File: src/rtl/sym_dn_lut_out_mp.sv
// rtl/sym_dn_lut_out_mp.sv - multi-port symmetric decision-node LUT reader with serial loader
module sym_dn_lut_out_mp #(
   parameter  int QUAN_SIZE       = 3,
   parameter  int PORT_NUM        = 4,
   parameter  int MULTI_FRAME_NUM = 2,
   localparam int FRM_W           = $clog2(MULTI_FRAME_NUM),
   localparam int PAGE_W          = 2*QUAN_SIZE-1,
   localparam int PAGE_DEPTH      = 2**PAGE_W,
   localparam int ADDR_W          = FRM_W + PAGE_W
) (
   input  logic                          sys_clk,
   input  logic                          sys_rst,
   input  logic                          in_valid,
   input  logic [PORT_NUM-1:0]           transpose_en_in,
   input  logic [PORT_NUM*QUAN_SIZE-1:0] y0_in,
   input  logic [PORT_NUM*QUAN_SIZE-1:0] y1_in,
   input  logic [FRM_W-1:0]              read_frame_sel,
   output logic                          out_valid,
   output logic [PORT_NUM-1:0]           t_c,
   input  logic                          lut_load_start,
   input  logic [FRM_W-1:0]              lut_load_frame,
   input  logic                          lut_load_valid,
   input  logic                          lut_load_bit,
   output logic                          lut_busy,
   output logic                          lut_load_done
);

   typedef enum logic [1:0] {ST_IDLE, ST_LOAD, ST_DONE} state_t;

   localparam logic [PAGE_W-1:0] LAST_ENTRY = PAGE_W'(PAGE_DEPTH-1);

   // Hard-decision LUT storage, all frames back to back; contents survive reset.
   logic lut [MULTI_FRAME_NUM*PAGE_DEPTH];

   logic [ADDR_W-1:0]   addr_d [PORT_NUM];
   logic [PORT_NUM-1:0] msb_d;

   logic [ADDR_W-1:0]   addr_q [PORT_NUM];
   logic [PORT_NUM-1:0] msb0_q;
   logic                valid0_q;
   logic [PORT_NUM-1:0] lut_q;
   logic [PORT_NUM-1:0] msb1_q;
   logic                valid1_q;

   state_t            state_q, state_d;
   logic [PAGE_W-1:0] cnt_q, cnt_d;
   logic [FRM_W-1:0]  frame_q, frame_d;
   logic              we;

   // Fold each port's message onto the positive half of the table using the sign bit.
   for (genvar p = 0; p < PORT_NUM; p++) begin : g_port
      logic [QUAN_SIZE-1:0] y0, y1, y1m;
      logic [QUAN_SIZE-2:0] y0m;
      assign y0       = y0_in[p*QUAN_SIZE +: QUAN_SIZE];
      assign y1       = y1_in[p*QUAN_SIZE +: QUAN_SIZE];
      assign msb_d[p] = transpose_en_in[p] ^ y0[QUAN_SIZE-1];
      assign y0m      = y0[QUAN_SIZE-2:0] ^ {(QUAN_SIZE-1){y0[QUAN_SIZE-1]}};
      assign y1m      = msb_d[p] ? ~y1 : y1;
      assign addr_d[p] = {read_frame_sel, y0m, y1m};
   end

   // Stage 0 captures addresses, stage 1 samples the LUT; both advance every cycle.
   always_ff @(posedge sys_clk) begin
      if (sys_rst) begin
         for (int p = 0; p < PORT_NUM; p++) addr_q[p] <= '0;
         msb0_q   <= '0;
         valid0_q <= 1'b0;
         lut_q    <= '0;
         msb1_q   <= '0;
         valid1_q <= 1'b0;
      end else begin
         for (int p = 0; p < PORT_NUM; p++) begin
            addr_q[p] <= addr_d[p];
            lut_q[p]  <= lut[addr_q[p]];
         end
         msb0_q   <= msb_d;
         valid0_q <= in_valid;
         msb1_q   <= msb0_q;
         valid1_q <= valid0_q;
      end
   end

   assign t_c       = lut_q ^ msb1_q;
   assign out_valid = valid1_q;

   // Loader state register.
   always_ff @(posedge sys_clk) begin
      if (sys_rst) begin
         state_q <= ST_IDLE;
         cnt_q   <= '0;
         frame_q <= '0;
      end else begin
         state_q <= state_d;
         cnt_q   <= cnt_d;
         frame_q <= frame_d;
      end
   end

   // Loader next state: auto-incrementing serial write, one-cycle done on the last entry.
   always_comb begin
      state_d       = state_q;
      cnt_d         = cnt_q;
      frame_d       = frame_q;
      we            = 1'b0;
      lut_busy      = 1'b0;
      lut_load_done = 1'b0;
      case (state_q)
         ST_IDLE: begin
            if (lut_load_start) begin
               state_d = ST_LOAD;
               cnt_d   = '0;
               frame_d = lut_load_frame;
            end
         end
         ST_LOAD: begin
            lut_busy = 1'b1;
            if (lut_load_valid) begin
               we    = 1'b1;
               cnt_d = cnt_q + PAGE_W'(1);
               if (cnt_q == LAST_ENTRY) state_d = ST_DONE;
            end
         end
         ST_DONE: begin
            lut_load_done = 1'b1;
            state_d       = ST_IDLE;
         end
         default: state_d = ST_IDLE;
      endcase
   end

   // LUT write port; a same-edge read still sees the previous value.
   always_ff @(posedge sys_clk) begin
      if (we && !sys_rst) lut[{frame_q, cnt_q}] <= lut_load_bit;
   end

endmodule

File: config.mk
export PLATFORM = sky130hd
export DESIGN_NAME = sym_dn_lut_out_mp
export DESIGN_NICKNAME = d
export VERILOG_FILES = /design/src/rtl/sym_dn_lut_out_mp.sv
export SDC_FILE = /design/constraint.sdc
export NUM_CORES = 1
export LEC_CHECK = 0
export ABC_AREA = 1
export ABC_CLOCK_PERIOD_IN_PS = 1800
export BUFFER_PORTS_ARGS = -buffer_cell sky130_fd_sc_hd__buf_2
export CAP_MARGIN = 30
export CELL_PAD_IN_SITES_DETAIL_PLACEMENT = 1
export CELL_PAD_IN_SITES_GLOBAL_PLACEMENT = 1
export CORE_ASPECT_RATIO = 1.25
export CORE_MARGIN = 3
export CORE_UTILIZATION = 35
export CTS_CLUSTER_SIZE = 30
export DETAILED_ROUTE_END_ITERATION = 8
export GPL_ROUTABILITY_DRIVEN = 0
export PLACE_DENSITY = 0.72
export REMOVE_ABC_BUFFERS = 1
export SLEW_MARGIN = 15
export SYNTH_ARGS = -nofsm -noshare
export SYNTH_HDL_FRONTEND = slang
export SYNTH_SLANG_ARGS = --single-unit
File: constraint.sdc
create_clock -name sys_clk -period 1.8 [get_ports sys_clk]
set_clock_uncertainty 0.05 [all_clocks]
set_input_delay 0.36 -clock sys_clk [delete_from_list [all_inputs] [get_ports sys_clk]]
set_output_delay 0.36 -clock sys_clk [all_outputs]
set_load 0.01 [all_outputs]
After elaboration in Yosys (flattened, before gate mapping)
Memory sizes are Yosys's and may differ from the RTL's. A register that Yosys moved wholly into a read port is not among the register bits. Cells that the tools add are included.

$add $sub $neg: 1. Multiply operators: 0. Divide/modulo/power cells: 0. Order comparisons: 0. Equality and inequality tests: 6. Shift-type cells: 0. Multiplexer cells: 24. Bitwise logic cells: 17. Reduce and logical (&&, ||, !) cells: 7.

Operator list (count): $mux W6 (4); $mux W3 (4); $not A3 Y3 (4); $mux W5 (2); $pmux W5 S2 (1); $mux W1 (9); $xor A2 B2 Y2 (4); $mux W2 (3); $ne A2 B2 Y1 const B (3); $reduce_and A3 Y1 (2); $add A5 B1 Y5 const B (1); $eq A5 B5 Y1 const B (1); $or A1 B1 Y1 (4); $pmux W2 S2 (1); $xor A1 B1 Y1 (4); $xor A4 B4 Y4 (1); $eq A2 B1 Y1 const B (1); $eq A2 B2 Y1 const B (1); $logic_not A2 Y1 (1); $reduce_and A2 Y1 (1); $reduce_bool A2 Y1 (1); $logic_and A1 B1 Y1 (1); $logic_not A1 Y1 (1).

Flip-flop bits (word level): 18. Bits in latches: 0. Memory bits (writable): 88. ROM bits: 0. Bits of input ports: 36. Output and inout bits: 7. Memories kept: 2.

Memories: lut (words 64, width 1, rd ports 4, clocked after memory_dff 4, write ports 1, line 33) `logic lut [MULTI_FRAME_NUM*PAGE_DEPTH];`; addr_q (words 4, width 6, rd ports 4, clocked after memory_dff 0, write ports 4, line 38) `logic [ADDR_W-1:0] addr_q [PORT_NUM];`.

Longest topological paths before layout
Depth in word-level cells: 5. Mapped depth: 11. Mapped depth without buffers: 9.

Least setup slack after synthesis
Ideal clock, no wire load.

Path type: register -> register. Start: reg state_q[0]. End: mem lut[27] (enable). Library setup time: 0.300 ns. Arrival time: 1.155 ns. Path slack: 0.295 ns. Stages on the path, launching flop included: 9. Period minus slack after synthesis: 1.505 ns. Cell sequence: dfxtp_1 -> inv_1 -> nor2_4 -> nand2_2 -> nor2_2 -> inv_2 -> nor2_8 -> nand3_4 -> nor2_1.

Longest elaborated chain between the ends: 5.

RTL lines: start: declaration (line 45) `state_t state_q, state_d;`; start signal: assignment (line 93) `state_q <= state_d;`; $eq A2 B1 Y1 (line 107) `case (state_q)`; $mux W1 (line 107); $logic_and A1 B1 Y1 (line 133) `if (we && !sys_rst) lut[{frame_q, cnt_q}] <= lut_load_bit;`; $mux W1 (line 133); $mux W1 (not written as such) (line 133); end: declaration (line 33).

No other way between the ends.

Worst setup path in the final report
Start: reg state_q[0]. End: mem lut[40] (enable).

The elaborated chain is that of the path after synthesis.

==> impl_metrics.tcl <==
set metrics [dict create \
    end_kind "flip-flop" \
    h-tree-depth 3 \
    slowest_delay_ps 370 \
    power.leakage_nw 3.02 \
    cp.required_ps 1820 \
    grt_remaining_overflow 0 \
    avgRoutedWirePerCell_um 19.2 \
    row_count 55 \
    path_delay_family "simple AND/OR/NAND/NOR gates" \
    path_max_fanout 8 \
    muxShareOfSynthArea_pct 0 \
    grt_pass1_wl_um 35100 \
    power_density_nw_per_um2 848 \
    drt_iter0_drc 370 \
    cts_buffers 9 \
    dieArea_um2 20300 \
    chipWidth_um 128 \
    cts_buffer_depth 2 \
    tritoncts "built" \
    n_antenna_cell 0 \
    grt_max_degree 65 \
    syn_avg_cell_area_um2 7.13 \
    dp_cells 1151 \
    netlist-cell-type-count 24 \
    io_pins 43 \
    path_cells "inv_1 -> nor2_4 -> nand2_2 -> nor2_2 -> inv_2 -> nor2_8 -> nand3_4 -> nor2_1" \
    synth.cell_area_um2 6510 \
    first_global_vias 6146 \
    drive_above_1_share_pct 10.8 \
    ys_seq_elements 107 \
    syn-instance-count 913 \
    yosys.area.top_type "edfxtp_1" \
    synth_compound_area_share_pct 1.00 \
    yosysSeqAreaShare_pct 42.8 \
    synth_top_family_by_area "simple AND/OR/NAND/NOR gates" \
    critPathBufInv 2 \
    slowest_stage "dfxtp_1" \
    slew_headroom_pct 67.7 \
    critPathLaunchType "flip-flop" \
    cap_violations 0 \
    synth_xor_area_share_pct 3.77 \
    worst_pin_slew_ps 481 \
    nets 972 \
    path_clk_slew_ps 90 \
    dr.pass1.iters 4 \
    yosys_warnings 0 \
    synth_top_area_share_pct 29.5 \
    fillers 2348 \
    ant_nets 0 \
    drt_wl_total_um 22400 \
    path_class "flip-flop to flip-flop" \
    worst_hold_slack_ps 143 \
    setup_violations 0 \
    drc 0 \
    worstPathArrival_ps 1700 \
    hold_class "input port to flip-flop" \
    antenna_found_initial 0 \
    io_buffer_count 42 \
    via_per_inst 5.35 \
    rsz0062_at_grt "true" \
    grt_util_all_layers_pct 22.6 \
    maxSlewViolCount 0 \
    fp.dieH_um 158 \
    hpwl_um 16100 \
    netlist_top_cells_area "edfxtp_1 (30%), nand2_1 (19%), nand3_1 (17%), dfxtp_1 (13%), nor2_1 (5.9%)" \
    status "complete, no violations" \
    syn_to_final_growth_pct 10.9 \
    core_um2 18200 \
    hold_viol_final 0 \
    post-route-period-util_pct 93.6 \
    final_cells 1167 \
    worstSkewPairLatency_ps 360 \
    synthAdderAreaFrac_pct 0.384 \
    start_util_pct 35.8 \
    vias 6244 \
    fmax_ghz 0.594 \
    clkSinkCount 107 \
    post-route-min-period_ps 1680 \
    synth-simple-area-share_pct 45.4 \
    cts-root-buf "clkbuf_16" \
    ir_drop_uv 465 \
]
repair_timing:
item                                    in CTS  in global routing
endpoints found under the setup margin       0                 12
resized for setup                            0                  8
hold buffers                                 0                  0
setup buffers                                0                  0
routing by layer:
metal / global-route usage (%) / part of all wire, %
met4: 8.49 / 3.4
met3: 3.46 / 5.2
met2: 38.1 / 47
met1: 29.4 / 44
met5: 0 / 0
tightest hold or removal path, cell delays in order:
cell and delay, ps:
buf_2 70, inv_1 30, nor2_1 60
synthesized netlist by cell type:
library cell,count
ha_1,2
buf_4,20
a21oi_1,11
buf_2,16
nand3_1,224
nand2_1,330
nor3_1,1
inv_2,7
nor3_2,2
xnor2_1,12
nor2_4,1
nor2_2,1
xor2_1,16
nor2_1,103
clkinv_2,4
inv_1,31
nand2_2,3
o21ai_0,2
nand3_4,6
buf_1,2
clkbuf_1,10
nor2_8,2
dfxtp_1,43
edfxtp_1,64
registers in the layout, summed over array words and instances (netlist names):
signal,cells
frame_q,1
msb1_q,4
cnt_q,5
addr_q,21
msb0_q,4
lut,64
valid0_q,1
state_q,2
lut_q,4
out_valid,1
placed cells by master (no fill, tap or decap), drive strengths merged:
| cell | instances |
|---|---|
| nor3 | 3 |
| xnor2 | 12 |
| clkinv | 2 |
| dfxtp | 43 |
| xor2 | 16 |
| clkbuf | 9 |
| inv | 47 |
| nand2 | 333 |
| ha | 2 |
| a21oi | 11 |
| nand3 | 230 |
| o21ai | 2 |
| edfxtp | 64 |
| buf | 58 |
| nor2 | 107 |
path summary, 6_finish.rpt:
kind	from	cells past startpoint	to	slack [ps]
min	in_valid	3	valid0_q	140
max	state_q[0]	8	lut[40]	120
max reg2reg	state_q[0]	8	lut[40]	120
min reg2reg	msb0_q[0]	2	msb1_q[0]	360
per-stage QoR:
step	total power, W	setup slack, ps	util [%]	TNS [ps]	area [um^2]
final	0.00612	116	39.7	0	7220
after global routing	0.00643	-11.6	39.7	-20.2	7220
after CTS	0.00616	35.2	39.6	0	7200
after detailed placement	0.00410	58.2	37.9	0	6890
after global placement	0.00409	85.8	37.9	0	6890
after floorplan	0.00358	-220	-	-864	6230
cells by family (layout without fill, tap and decap cells):
group | Yosys count | after routing
buffers and inverters | 90 | 116
DFF | 107 | 107
and+or+nand+nor | 673 | 673
AOI/OAI and AO/OA | 13 | 13
xor gates and xnor gates | 28 | 28
adders and majority gates | 2 | 2
where the power goes:
part / internal (W) / leakage (nW) / total [W] / switching, W
Clock: 0.00101 / 0.152 / 0.00207 / 0.00106
Combinational: 0.000430 / 1.93 / 0.00132 / 0.000889
Sequential: 0.00267 / 0.931 / 0.00274 / 0.0000703
area by class of cell:
cell class                 count  area, um^2  area share [%]
multi-input combinational    716        3300            45.7
clock inverter                 7        86.3            1.20
inverter                      42         168            2.32
clock buffer                   9         225            3.12
sequential                   107        2780            38.6
tap                          228         285            3.95
timing repair buffer          58         375            5.20
Note: power is estimated with default switching activity, not from simulation.
